**config.mk**
```make
export PLATFORM = sky130hd
export DESIGN_NAME = mmc_cmd_frame_tx
export DESIGN_NICKNAME = d
export VERILOG_FILES = /design/src/rtl/mmc_cmd_frame_tx.sv
export SDC_FILE = /design/constraint.sdc
export NUM_CORES = 1
export LEC_CHECK = 0
export ABC_AREA = 1
export CORE_ASPECT_RATIO = 0.75
export CORE_UTILIZATION = 33
export DETAILED_ROUTE_END_ITERATION = 7
export GPL_ROUTABILITY_DRIVEN = 0
export GPL_TIMING_DRIVEN = 0
export SYNTH_ARGS = -nofsm -noshare
export SYNTH_HDL_FRONTEND = slang
export SYNTH_SLANG_ARGS = --single-unit
```
**constraint.sdc**
```tcl
create_clock -name clk_i -period 2.22 [get_ports clk_i]
set_input_delay 0.444 -clock clk_i [delete_from_list [all_inputs] [get_ports clk_i]]
set_output_delay 0.444 -clock clk_i [all_outputs]
set_load 0.02 [all_outputs]
```
**src/rtl/mmc_cmd_frame_tx.sv**
```systemverilog
// mmc_cmd_frame_tx: parametrised MMC command frame serialiser.
// Sends data_i[FRAME_W-1:CRC_W+1] MSB-first on the bit clock falling edge,
// then the generated CRC, then the end bit, then GAP_BITS idle bit periods.
// Optional build macro MMC_CMD_TX_COLLISION_EN adds pad readback (cmd_i)
// and aborts the frame on open-drain contention (collision_o pulse).
//
// state | meaning
// IDLE  | ready for start_i
// WAIT  | payload captured, waiting for first bit clock falling edge
// DATA  | shifting out start/transmit/payload bits, CRC accumulating
// CRC   | shifting out CRC bits, MSB first
// END   | next strobe drives the end bit and latches crc_o
// GAP   | line released, counting idle bit periods, then complete_o
module mmc_cmd_frame_tx #(
    parameter int unsigned      FRAME_W  = 48,
    parameter int unsigned      CRC_W    = 7,
    parameter logic [CRC_W-1:0] CRC_POLY = 7'h09,
    parameter int unsigned      GAP_BITS = 8
) (
    input  logic               clk_i,
    input  logic               rst_i,
    input  logic               bitclk_i,
    input  logic               start_i,
    input  logic               abort_i,
    input  logic [FRAME_W-1:0] data_i,
`ifdef MMC_CMD_TX_COLLISION_EN
    input  logic               cmd_i,
    output logic               collision_o,
`endif
    output logic               ready_o,
    output logic               active_o,
    output logic               cmd_o,
    output logic               cmd_oe_o,
    output logic               complete_o,
    output logic [CRC_W-1:0]   crc_o
);

    localparam int unsigned PAY_W = FRAME_W - CRC_W - 1;
    localparam int unsigned IDX_W = $clog2(FRAME_W);
    localparam int unsigned GAP_W = (GAP_BITS > 0) ? $clog2(GAP_BITS + 1) : 1;

    typedef enum logic [2:0] {IDLE, WAIT, DATA, CRC, END, GAP} state_t;

    state_t             state_q;
    logic               bclk_q;
    logic [PAY_W-1:0]   shift_q;
    logic [CRC_W-1:0]   crc_q;
    logic [CRC_W-1:0]   crc_d;
    logic [CRC_W-1:0]   crc_out_q;
    logic [IDX_W-1:0]   idx_q;
    logic [GAP_W-1:0]   gap_q;
    logic               cmd_q;
    logic               oe_q;
    logic               cpl_q;
    logic               drive;
    logic               crc_bit;
    logic               kill;
    logic               unused_low_bits;

    // CRC and end-bit positions of data_i are regenerated internally
    assign unused_low_bits = ^data_i[CRC_W:0];

    assign drive = ~bitclk_i & bclk_q;

`ifdef MMC_CMD_TX_COLLISION_EN
    logic sample;
    logic collide;
    logic coll_q;
    assign sample      = bitclk_i & ~bclk_q;
    // a driven 1 read back as 0 means another card is pulling the line low
    assign collide     = sample & (state_q == DATA) & cmd_q & ~cmd_i;
    assign kill        = abort_i | collide;
    assign collision_o = coll_q;

    // one-cycle collision indication, cleared on every other cycle
    always_ff @(posedge clk_i or posedge rst_i) begin
        if (rst_i) coll_q <= 1'b0;
        else       coll_q <= collide;
    end
`else
    assign kill = abort_i;
`endif

    // serial LFSR step on the bit currently leaving the shift register
    always_comb begin
        crc_d = {crc_q[CRC_W-2:0], 1'b0};
        if (shift_q[PAY_W-1] ^ crc_q[CRC_W-1]) crc_d = crc_d ^ CRC_POLY;
    end

    // select CRC bit idx_q-1 (idx_q runs CRC_W down to 1 in CRC state)
    always_comb begin
        crc_bit = 1'b0;
        for (int i = 0; i < CRC_W; i++) begin
            if (idx_q == IDX_W'(i + 1)) crc_bit = crc_q[i];
        end
    end

    // bit clock history for edge strobes
    always_ff @(posedge clk_i or posedge rst_i) begin
        if (rst_i) bclk_q <= 1'b0;
        else       bclk_q <= bitclk_i;
    end

    // frame sequencer with registered line outputs
    always_ff @(posedge clk_i or posedge rst_i) begin
        if (rst_i) begin
            state_q   <= IDLE;
            shift_q   <= '0;
            crc_q     <= '0;
            crc_out_q <= '0;
            idx_q     <= '0;
            gap_q     <= '0;
            cmd_q     <= 1'b1;
            oe_q      <= 1'b0;
            cpl_q     <= 1'b0;
        end else begin
            cpl_q <= 1'b0;
            if (kill) begin
                state_q <= IDLE;
                cmd_q   <= 1'b1;
                oe_q    <= 1'b0;
            end else begin
                case (state_q)
                    IDLE: if (start_i) begin
                        shift_q <= data_i[FRAME_W-1:CRC_W+1];
                        crc_q   <= '0;
                        idx_q   <= IDX_W'(FRAME_W - 1);
                        state_q <= WAIT;
                    end
                    WAIT, DATA: if (drive) begin
                        cmd_q   <= shift_q[PAY_W-1];
                        oe_q    <= 1'b1;
                        shift_q <= {shift_q[PAY_W-2:0], 1'b0};
                        crc_q   <= crc_d;
                        idx_q   <= idx_q - 1'b1;
                        state_q <= (idx_q == IDX_W'(CRC_W + 1)) ? CRC : DATA;
                    end
                    CRC: if (drive) begin
                        cmd_q <= crc_bit;
                        idx_q <= idx_q - 1'b1;
                        if (idx_q == IDX_W'(1)) state_q <= END;
                    end
                    END: if (drive) begin
                        cmd_q     <= 1'b1;
                        crc_out_q <= crc_q;
                        gap_q     <= GAP_W'(GAP_BITS);
                        state_q   <= GAP;
                    end
                    GAP: begin
                        if (cpl_q) begin
                            state_q <= IDLE;
                        end else if (drive) begin
                            cmd_q <= 1'b1;
                            oe_q  <= 1'b0;
                            if (gap_q == '0) cpl_q <= 1'b1;
                            else             gap_q <= gap_q - 1'b1;
                        end
                    end
                    default: state_q <= IDLE;
                endcase
            end
        end
    end

    assign ready_o    = (state_q == IDLE);
    assign active_o   = (state_q != IDLE);
    assign cmd_o      = cmd_q;
    assign cmd_oe_o   = oe_q;
    assign complete_o = cpl_q;
    assign crc_o      = crc_out_q;

endmodule
```
==> results of run 1 <==
-- layer usage --
| metal | vias to the layer above | track usage [%] | share of wire, % | routed length, µm |
|---|---|---|---|---|
| met4 | 0 | 5.79 | 1.4 | 113 |
| met1 | 1403 | 20.9 | 50 | 3970 |
| met5 | - | 0 | 0 | 0 |
| met3 | 12 | 3.82 | 4.8 | 383 |
| met2 | 67 | 23.6 | 44 | 3540 |
| li1 | 1537 | - | - | - |
-- kinds of logic (layout without fill, tap and decap cells) --
family / Yosys count / count (layout) / synth area share, %
buffers and inverters: 93 / 166 / 10.4
DFF: 71 / 71 / 49.3
adders and majority gates: 6 / 6 / 2.08
xor gates and xnor gates: 3 / 3 / 0.729
and+or+nand+nor: 131 / 131 / 15.9
AOI/OAI and AO/OA: 121 / 121 / 21.6
-- registers in the layout, summed over array words and instances (netlist names) --
register    flops
state_q         3
shift_q        40
idx_q           6
bclk_q          1
crc_o           7
crc_q           7
gap_q           4
complete_o      1
cmd_oe_o        1
cmd_o           1
-- power by group through the flow --
stage	sequential, mW	clock (mW)	combinational [mW]
after floorplan	2.02	0	1.98
after global placement	2.03	0	2.68
after detailed placement	2.05	0	2.74
after CTS	2.03	1.39	2.73
after global routing	2.08	1.45	3.06
final	2.02	1.36	2.72
-- Yosys cell counts (2+ instances only) --
| library cell | number | area share [%] |
|---|---|---|
| nand2_1 | 83 | 8.6 |
| dfrtp_1 | 70 | 49 |
| inv_1 | 70 | 7.3 |
| o21ai_0 | 51 | 7.1 |
| o211ai_1 | 40 | 8.3 |
| nor2_1 | 21 | 2.2 |
| nand3_1 | 12 | 1.7 |
| clkbuf_1 | 8 | 0.83 |
| o21ai_1 | 8 | 1.1 |
| buf_2 | 6 | 0.83 |
| ha_1 | 6 | 2.1 |
| buf_4 | 5 | 1.0 |
| o22ai_2 | 5 | 1.7 |
| a21oi_1 | 4 | 0.56 |
| a31oi_1 | 4 | 0.69 |
| inv_2 | 4 | 0.42 |
| nand4_1 | 4 | 0.69 |
| o31ai_1 | 3 | 0.62 |
| nor2_4 | 2 | 0.62 |
| nor3_1 | 2 | 0.28 |
| o21a_1 | 2 | 0.42 |
| xor2_1 | 2 | 0.49 |
-- path summary, 6_finish.rpt --
| kind | start | to | slack [ns] | cells after the start |
|---|---|---|---|---|
| setup / recovery | state_q[0]$_DFFE_PP0P_ | active_o | 0.23 | 5 |
| hold reg to reg | crc_o[6]$_DFFE_PP0P_ | crc_o[6]$_DFFE_PP0P_ | 0.48 | 2 |
| min in group asynchronous | rst_i | gap_q[0]$_DFFE_PP0P_ | 0.61 | 2 |
| setup reg to reg | state_q[2]$_DFFE_PP0P_ | crc_q[1]$_DFFE_PP0P_ | 0.25 | 9 |
| max in group asynchronous | rst_i | cmd_o$_DFFE_PP1P_ | 0.93 | 3 |
| hold / removal | crc_o[6]$_DFFE_PP0P_ | crc_o[6]$_DFFE_PP0P_ | 0.48 | 2 |
-- final cells by class --
class	instances	area [µm²]	area share, %
Timing Repair Buffer	57	578	12.4
Buffer	19	97.6	2.10
Clock inverter	5	32.5	0.700
Inverter	74	282	6.06
Sequential cell	71	1780	38.3
Multi-Input combinational cell	261	1450	31.3
Tap cell	136	170	3.66
Clock buffer	11	253	5.44
-- metrics by stage --
stage / setup WS, ns / TNS, ns / cells / power [mW] / utilization [%]
after floorplan: 0.335 / 0 / 425 / 4.00 / -
after global placement: -0.133 / -5.79 / 617 / 4.71 / 41.5
after detailed placement: -0.162 / -7.07 / 618 / 4.78 / 41.7
after CTS: 0.181 / 0 / 634 / 6.14 / 44.4
after global routing: 0.0195 / 0 / 634 / 6.59 / 44.4
final: 0.226 / 0 / 634 / 6.09 / 44.4
-- worst max-delay path: stages (launching register included) --
cell and delay, ns:
dfrtp_1 0.44, nor2_4 0.19, inv_2 0.07, nor2_2 0.13
inv_2 0.06, dlygate4sd2_1 0.32
-- repair_timing --
item / 4_1_cts / 5_1_grt
pin swaps: 0 / 0
endpoints found under the setup margin: 2 / 7
gates resized for setup: 2 / 1
==> out/results.tsv, run 1 <==
stage	metric	value	unit
clocking	insertion delay to the later sink of the worst-skew pair	0.34	ns
floorplanning	core footprint	10500	µm²
sta	RSZ-0062 raised after global routing	no	
power	peak supply drop	0.450	mV
floorplanning	die area	11300	µm²
route	routed vias	3019	
route	# DRC	0	
flow_run	MaxCap Viol Count	0	
route	antenna-violating nets left	0	
clocking	H-tree levels	3	
worst_setup_path	class of the most critical setup path	flip-flop to output port	
power	Leak	2.06	nW
route	drt via density	4.76	
sta	Final Setup Violations	0	
power	Switch Pwr	2.52	mW
sta	Tmin final	1.99	ns
power	power share of the combinational group	44.6	%
synthesis	register bit total from synthesis	71	
floorplanning	row cnt	32	
global_routing	largest net degree at the start of global routing	39	
finish	fin nets	552	
worst_setup_path	WP data required	1.78	ns
synthesis	Syn Std Cell Area	3600	µm²
synthesis	Syn Nets	484	
clocking	clock tree buffer depth	2	
route	WL per Instance	12.6	µm
synthesis	syn_area_per_cell	8.48	µm²
sta	Fin. Hold Viols	0	
worst_setup_path	Critical Path AT	1.55	ns
route	DRT Pass-1 Iters	5	
placed_design	detailed placement HPWL	5.85	mm
global_routing	first-pass GRT wire length	13.6	mm
route	number of DRC markers in iteration 0	177	
finish	fill count	1012	
route	final wirelength	8.02	mm
sta	WHS	0.485	ns
sta	fmax	502	MHz
finish	Area Overhead vs Synth	28.8	%
synthesis	Synth async-reset ratio	100	%
power	Seq pwr share	33.2	%
finish	antenna cells	0	
power	Net Sw Frac	41.4	%
finish	Final Cell Area	4640	µm²
clocking	Worst-path clk slew	0.05	ns
global_routing	total global routing overflow	0	
finish	layout cells sized above 1	9.64	%
synthesis	Top FF cell, synth	dfrtp_1	
sta	fin crit share	89.8	%
worst_setup_path	critical path peak fanout	4	
worst_setup_path	CP startpoint kind	flip-flop	
synthesis	synth unique cells	35	
worst_hold_path	Worst Hold Class	flip-flop to flip-flop	
clocking	Root Buffer	clkbuf_16	
sta	Worst slew margin	47.9	%
finish	leading cell type in the layout, fill and taps excluded	nand2_1	
worst_setup_path	Critical Path Sink Type	output port	
floorplanning	die span in x	123	µm
placed_design	I/O Buffers	56	
power	P per Cell Area	1310	nW/µm²
global_routing	number of global-route vias before repair	2923	
sta	final slew viol count	0	
finish	most frequent cells in the layout	nand2_1 (83), dfrtp_1 (70), inv_1 (69), clkdlybuf4s50_1 (54), o21ai_0 (51)	
synthesis	Gate Count Post-Synth	425	
clocking	CTS buffer count	9	
sta	Slew @ Worst Pin	0.780	ns
synthesis	Post-synth EDFFs	0	
global_routing	GRT Overall Usage	15.4	%
power	Internal Pwr Total	3.57	mW
floorplanning	Die Span Y	92.5	µm
power	Clock power frac	22.3	%
sta	clk_skew	0.00548	ns
clocking	Post CTS Setup Buffer Count	0	
placed_design	placed instance area	4360	µm²
global_routing	antenna violations before repair	0	
synthesis	post-synthesis sequential area ratio	49.3	%
floorplanning	initial core utilization	34.5	%
floorplanning	total I/O pin count	65	
clocking	CTS tree	built	
clocking	Clock Sink Count	71	
synthesis	Synth Warn #	0	
clocking	number of hold buffers added after cts	0	
status	status	finished, final reports clean	
Note: power is estimated with default switching activity, not from simulation.
==> run 2, diff against run 1 <==
- CORE_MARGIN: unset -> 2
- HOLD_SLACK_MARGIN: unset -> 0.12
==> out/results.tsv, run 2 (same netlist as run 1, synthesis figures left out) <==
stage	metric	value	unit
status	status	finished, final reports clean	
route	DRT Pass-1 Iters	4	
clocking	Root Buffer	clkbuf_16	
route	antenna-violating nets left	0	
worst_hold_path	Worst Hold Class	flip-flop to flip-flop	
sta	worst setup margin	0.222	ns
floorplanning	die area	11800	µm²
finish	Biggest register	shift_q	
floorplanning	row cnt	33	
sta	Worst slew margin	45.1	%
worst_setup_path	class of the most critical setup path	input port to flip-flop	
power	peak supply drop	0.583	mV
finish	layout cells sized above 1	9.24	%
clocking	Clock Sink Count	71	
finish	leading cell type in the layout, fill and taps excluded	nand2_1	
power	Pwr Total	6.24	mW
finish	fin nets	552	
clocking	insertion delay to the later sink of the worst-skew pair	0.33	ns
placed_design	I/O Buffers	56	
finish	Final Util	43.4	%
sta	fmax	500	MHz
placed_design	detailed placement HPWL	5.81	mm
placed_design	DP Worst Slack	-0.159	ns
worst_setup_path	Critical Path AT	2.25	ns
clocking	clock tree buffer depth	2	
clocking	CTS buffer count	9	
global_routing	first-pass GRT wire length	14.1	mm
route	WL per Instance	12.6	µm
global_routing	total global routing overflow	0	
clocking	Post-CTS Resized	2	
route	final wirelength	8.03	mm
sta	clk_skew	0.0127	ns
power	P per Cell Area	1340	nW/µm²
sta	RSZ-0062 raised after global routing	no	
sta	final slew viol count	0	
worst_setup_path	Critical Path Sink Type	flip-flop	
global_routing	GRT Overall Usage	14.9	%
finish	antenna cells	0	
worst_setup_path	WP data required	2.47	ns
floorplanning	Die Span Y	94.5	µm
finish	Largest register FFs	40	
global_routing	antenna violations before repair	0	
global_routing	largest net degree at the start of global routing	38	
worst_setup_path	critical path peak fanout	10	
worst_setup_path	CP startpoint kind	input port	
sta	fin crit share	90.0	%
clocking	H-tree levels	3	
floorplanning	core footprint	10800	µm²
route	routed vias	2977	
finish	most frequent cells in the layout	nand2_1 (83), dfrtp_1 (70), inv_1 (69), clkdlybuf4s50_1 (54), o21ai_0 (51)	
clocking	CTS tree	built	
clocking	number of hold buffers added after cts	0	
sta	Slew @ Worst Pin	0.822	ns
global_routing	number of global-route vias before repair	2968	
sta	Final Setup Violations	0	
clocking	Post CTS Setup Buffer Count	0	
route	# DRC	0	
route	number of DRC markers in iteration 0	114	
flow_run	MaxCap Viol Count	0	
floorplanning	die span in x	125	µm
power	Leak	2.09	nW
clocking	Worst-path clk slew	0.06	ns
finish	Area Overhead vs Synth	29.7	%
sta	Fin. Hold Viols	0	
route	drt via density	4.67	
floorplanning	total I/O pin count	65	
sta	Tmin final	2.00	ns
floorplanning	initial core utilization	33.4	%
==> run 2: cell count changes in the layout (fill, tap and decap cells not counted), sizes merged <==
cell,before,now
clkinvlp,4,1
bufinv,0,2
clkinv,2,3
clkbuf,19,18
inv,73,74
==> run 2: per-stage QoR <==
step	area [µm²]	hold slack, ns	instances	setup TNS (ns)
after floorplan	3610	0.468	425	0
after global placement	4340	0.477	621	-5.33
after detailed placement	4360	0.481	622	-6.07
after CTS	4670	0.495	638	0
after global routing	4670	0.523	638	0
final	4670	0.486	638	0
==> run 2: final timing paths <==
path                                        start              endpoint  depth (start not counted)  slack [ns]
max                                      bitclk_i  crc_q[0]$_DFFE_PP0P_                          9        0.22
min                          crc_o[3]$_DFFE_PP0P_  crc_o[3]$_DFFE_PP0P_                          2        0.49
max reg2reg                state_q[2]$_DFFE_PP0P_  crc_q[0]$_DFFE_PP0P_                          9        0.26
min reg2reg                  crc_o[3]$_DFFE_PP0P_  crc_o[3]$_DFFE_PP0P_                          2        0.49
max in group asynchronous                   rst_i  idx_q[4]$_DFFE_PP0P_                          3        0.97
min in group asynchronous                   rst_i  crc_q[1]$_DFFE_PP0P_                          2        0.62
==> run 2: critical path, cell delays in order <==
cell	delay [ns]
clkdlybuf4s50_1	0.42
nor2_1	0.27
nand2_2	0.13
a21oi_4	0.27
inv_2	0.12
nor2_8	0.15
buf_2	0.24
nand3_1	0.10
o21ai_0	0.10
==> run 2: power by group <==
part           internal (mW)  switching (mW)
Clock                  0.981           0.538
Sequential              1.82           0.208
Combinational          0.942            1.76
==> run 2: per-layer routing <==
metal	vias up	global-route usage [%]	wire length (µm)
li1	1539	-	-
met1	1400	20.2	4140
met2	34	23.3	3620
met3	4	4.19	214
met4	0	4.78	67
met5	-	0	0
==> run 2: cell type report <==
cell class                 instances  area (µm²)
fill                            1018        6100
sequential                        71        1780
multi-input combinational        261        1450
timing repair buffer              57         578
inverter                          74         282
clock buffer                      10         229
tap                              140         175
buffer                            19        97.6
clock inverter                     6        83.8
==> run 3, diff against run 2 <==
- GPL_TIMING_DRIVEN: 0 -> 1
==> out/results.tsv, run 3 (same netlist as run 1, synthesis figures left out) <==
stage	metric	value	unit
status	status	finished, final reports clean	
finish	antenna cells	0	
route	routed vias	2957	
worst_setup_path	cell mode on critical path	inv_2	
floorplanning	total I/O pin count	65	
floorplanning	core footprint	10800	µm²
route	number of DRC markers in iteration 0	163	
finish	most frequent cells in the layout	nand2_1 (83), dfrtp_1 (70), inv_1 (68), clkdlybuf4s50_1 (54), o21ai_0 (51)	
sta	Fin. Hold Viols	0	
route	DRT Pass-1 Iters	5	
finish	fill count	1041	
placed_design	DP Worst Slack	0.0511	ns
sta	RSZ-0062 raised after global routing	no	
floorplanning	initial core utilization	33.4	%
route	final wirelength	7.94	mm
sta	Final Setup Violations	0	
finish	leading cell type in the layout, fill and taps excluded	nand2_1	
flow_run	MaxCap Viol Count	0	
floorplanning	row cnt	33	
finish	Area Overhead vs Synth	31.3	%
power	peak supply drop	0.427	mV
sta	Worst slew margin	62.2	%
worst_setup_path	Critical-path top delay cell	dfrtp_1	
clocking	CTS tree	built	
finish	layout cells sized above 1	10.5	%
sta	Slew @ Worst Pin	0.565	ns
sta	fin crit share	90.4	%
sta	setup TNS	0	ns
global_routing	GRT Overall Usage	13.8	%
global_routing	first-pass GRT wire length	13.2	mm
sta	WHS	0.493	ns
floorplanning	die span in x	125	µm
worst_setup_path	WP data required	1.78	ns
worst_setup_path	crit-path cells	nor2_4, inv_2, nor2_2, inv_2, dlygate4sd2_1	
power	P per Cell Area	1320	nW/µm²
route	WL per Instance	12.5	µm
global_routing	number of global-route vias before repair	2816	
sta	worst setup margin	0.212	ns
sta	final slew viol count	0	
floorplanning	die area	11800	µm²
worst_setup_path	Worst path max stage delay	0.43	ns
power	Leak	2.10	nW
global_routing	total global routing overflow	0	
finish	Final Util	43.9	%
clocking	Worst-path clk slew	0.06	ns
sta	fmax	498	MHz
worst_setup_path	class of the most critical setup path	flip-flop to output port	
worst_setup_path	CP startpoint kind	flip-flop	
clocking	H-tree levels	3	
worst_setup_path	Critical Path AT	1.56	ns
floorplanning	Die Span Y	94.5	µm
finish	fin nets	548	
clocking	insertion delay to the later sink of the worst-skew pair	0.33	ns
sta	clk_skew	0.00617	ns
finish	Biggest register	shift_q	
finish	Largest register FFs	40	
worst_setup_path	Critical Path Sink Type	output port	
clocking	Clock Sink Count	71	
route	# DRC	0	
global_routing	largest net degree at the start of global routing	50	
clocking	CTS buffer count	9	
worst_hold_path	Worst Hold Class	flip-flop to flip-flop	
route	drt via density	4.66	
global_routing	antenna violations before repair	0	
route	antenna-violating nets left	0	
worst_setup_path	critical path peak fanout	4	
clocking	Root Buffer	clkbuf_16	
placed_design	I/O Buffers	56	
sta	Tmin final	2.01	ns
placed_design	detailed placement HPWL	5.52	mm
clocking	clock tree buffer depth	2	
clocking	Post CTS Setup Buffer Count	0	
## run 3: cell count changes in the layout (fill, tap and decap cells not counted), moves of 2 or more
cell        delta
buf_12         +4
buf_2          -6
buf_4          +6
clkbuf_1       -9
clkinvlp_4     +2
clkinv_2       -2
## run 3: path summary, 6_finish.rpt
kind	startpoint	to	slack (ns)	cells past startpoint
max	state_q[0]$_DFFE_PP0P_	active_o	0.21	5
min	crc_o[6]$_DFFE_PP0P_	crc_o[6]$_DFFE_PP0P_	0.49	2
max reg2reg	gap_q[0]$_DFFE_PP0P_	gap_q[3]$_DFFE_PP0P_	0.35	10
min reg2reg	crc_o[6]$_DFFE_PP0P_	crc_o[6]$_DFFE_PP0P_	0.49	2
max in group asynchronous	rst_i	shift_q[27]$_DFFE_PP0P_	1.18	3
min in group asynchronous	rst_i	crc_o[2]$_DFFE_PP0P_	0.52	2
## run 3: critical path: cells and delay by family (launching register included)
family	cells	cell delay, ns
buf+inv	3	0.47
flops	1	0.43
simple gates	2	0.33
## run 3: cell type report
cell class,count,area [µm²],share of cell area (%)
multi-input cells,261,1450,30.7
inverters,74,282,5.95
well taps,140,175,3.70
flip-flops and latches,71,1780,37.6
clock buffers,10,239,5.05
clock inverters,6,67.6,1.43
repair buffers,72,741,15.6
## run 3: layer usage
layer / vias up / GRT usage (%) / routed length [µm]
met5: - / 0 / 0
met4: 0 / 5.62 / 114
li1: 1533 / - / -
met2: 57 / 22.1 / 3540
met1: 1359 / 18.5 / 4020
met3: 8 / 2.78 / 265
## run 3: power breakdown
part           leakage [nW]  switching (mW)  internal, mW  total [mW]
registers             0.888           0.226          1.82        2.04
logic                  1.07            1.71          1.01        2.72
clock network         0.145           0.568         0.904        1.47
total                  2.10            2.50          3.73        6.23
## run 3: what timing repair did
action	in CTS	in global routing
hold buffers	0	0
setup endpoints to repair	2	1
gates resized for setup	2	1
## run 3: per-stage QoR
stage               instance area [µm²]  total power [mW]  std cells
floorplan                          3610              4.00        425
global placement                   4430              4.69        618
detailed placement                 4430              4.79        618
CTS                                4730              6.28        634
global route                       4730              6.74        634
finish                             4730              6.23        634
==> variant (config.mk and constraints of run 3) <==
The option `MMC_CMD_TX_COLLISION_EN` is turned on by a define.
--- a/src/rtl/mmc_cmd_frame_tx.sv
+++ b/src/rtl/mmc_cmd_frame_tx.sv
@@ -12,4 +12,6 @@
 // END   | next strobe drives the end bit and latches crc_o
 // GAP   | line released, counting idle bit periods, then complete_o
+`define MMC_CMD_TX_COLLISION_EN
+
 module mmc_cmd_frame_tx #(
     parameter int unsigned      FRAME_W  = 48,
Interface: changed (added cmd_i and collision_o); port bits go from 65 to 67. The function was not compared with the original's and may differ.
==> variant against run 3 <==
- worst setup slack gained 0.0023 ns
- global-route usage grew 0.87 points
- combinational power shrank 12%
- final area grew 1.5%
- wire length grew 2.4%
- cell count grew 8.7%
- sequential cell count grew 1
- power shrank 5.0%
- synthesized area grew 4.0%
- worst hold slack lost 0.0053 ns
- die area grew 3.8%
- first-iteration DRC count grew 2.5%
==> variant: results (changes against run 3) <==
metric	value	unit	change
synthTopCellsByArea	dfrtp_1, nand2_1, o21ai_0, inv_1, o21ai_1		was dfrtp_1, nand2_1, o211ai_1, inv_1, o21ai_0
arrival	1.56	ns	about the same
cpPeakStageDelay	0.40	ns	was 0.43 ns
yosys-mux-area-fraction	0	%	unchanged
hold_path.class	reg -> reg		unchanged
synth_xor_area_share	0.701	%	was 0.729%
netlist_instances	485		was 425
grt_pass1_wl	14200	um	was 13,200 um
syn-num-nets	546		was 484
largest_register_ffs	40		unchanged
dp_hpwl	5660	um	was 5520 um
wl_per_cell	11.8	um	was 12.5 um
first_pass_iters	4		was 5
grt_pass1_vias	3123		was 2,816
grt_util_all_layers	14.7	%	was 13.8%
yosys.cell_types.count	31		was 35
clk_pin_slew	0.05	ns	
layoutNonFillerInstCount	689		was 634
outcome	finished, final reports clean		unchanged
synth_fa_ha_area_share	2.34	%	was 2.08%
crit_family	buffers and inverters		unchanged
cts_max_level	3		unchanged
tightestPinTransition	0.385	ns	was 0.565 ns
drive_above_1_share	7.10	%	was 10.5%
drt-initial-drc-count	167		was 163
dpl_cell_area	0.00450	mm2	was 0.00443 mm2
dpl.cell_count	673		was 618
cp_max_fo	4		unchanged
fin_skew	0.00565	ns	was 0.00617 ns
antenna_cells	0		unchanged
cts_setup_buffers	0		unchanged
grt_start_max_net_pins	73		was 50
antenna_found_initial	0		unchanged
root_buffer	clkbuf_16		unchanged
synth-seq-area-share	48.1	%	was 49.3%
port_buffers	58		was 56
ys_async_sr_fraction	100	%	unchanged
vdd_ir_drop_max	0.488	mV	was 0.427 mV
synth_common_cells	nand2_1, dfrtp_1, inv_1		unchanged
clockBufferDepth	2		unchanged
nFillCells	1101		was 1,041
synth_warnings	0		unchanged
regMostFlops	shift_q		unchanged
numCtsBuffers	9		unchanged
finalNetCount	605		was 548
synth-compound-area-share	16.4	%	was 21.6%
slowest_stage	dfrtp_1		unchanged
p_leak	2.19	nW	was 2.10 nW
drt-vias-per-instance	4.67		was 4.66
==> variant: cell types whose count changed in the layout (fill, tap and decap cells not counted), moves of 9 or more <==
cell | before | now
o211ai_1 | 40 | 0
o21ai_1 | 8 | 42
a21oi_1 | 4 | 13
nor2_1 | 21 | 30
o21ai_0 | 51 | 62
nand2_1 | 83 | 128
==> variant: kinds of logic after synthesis <==
group | after synthesis
fa+ha+maj | 7
simple gates | 193
flops | 72
xor+xnor | 3
buf+inv | 89
compound gates | 121
==> variant: metrics by stage <==
step | hold slack (ns) | setup TNS [ns] | setup WS [ns] | utilization, %
global route | 0.530 | 0 | 0.0826 | 43.7
global placement | 0.481 | 0 | 0.0565 | 41.0
finish | 0.488 | 0 | 0.214 | 43.7
floorplan | 0.465 | 0 | 0.313 | -
detailed placement | 0.477 | -0.00642 | -0.00642 | 41.0
CTS | 0.491 | 0 | 0.196 | 43.7
==> variant: metal layers <==
metal | up-vias | GRT usage (%) | part of all wire, %
met1 | 1468 | 19.3 | 51
li1 | 1664 | - | -
met3 | 14 | 4.45 | 5.4
met5 | - | 0 | 0
met2 | 69 | 22.6 | 41
met4 | 0 | 6.41 | 1.9
==> variant: worst register-to-register path: cells and delay by family (launching register included) <==
kind | cells | cell delay (ns)
DFF | 1 | 0.51
AOI/OAI and AO/OA | 1 | 0.09
and+or+nand+nor | 6 | 0.80
buffers and inverters | 2 | 0.39
==> variant: area by class of cell <==
cell class                 count  area share, %
inverter                      69           5.47
clock buffer                  11           5.05
timing repair buffer          68           14.4
tap                          140           3.65
multi-input combinational    324           32.7
sequential                    72           37.5
clock inverter                 5           1.17
==> variant: path summary, 6_finish.rpt <==
kind | startpoint | endpoint | slack [ns] | cells past startpoint
worst max-delay path | state_q[0] | active_o | 0.21 | 5
worst min-delay path | crc_o[4] | crc_o[4] | 0.49 | 2
worst max register to register | state_q[2] | crc_q[6] | 0.34 | 9
worst min register to register | crc_o[4] | crc_o[4] | 0.49 | 2
max in group asynchronous | rst_i | cmd_o | 1.30 | 3
min in group asynchronous | rst_i | shift_q[0] | 0.56 | 3
==> variant: repair_timing <==
action / in CTS / in global routing
endpoints found under the setup margin: 2 / 0
hold buffers: 0 / 0
gates resized for setup: 3 / 0
==> variant: power breakdown <==
part	leakage, nW	switching (mW)	internal [mW]
registers	0.906	0.245	1.84
logic	1.14	1.50	0.894
clock network	0.145	0.539	0.898
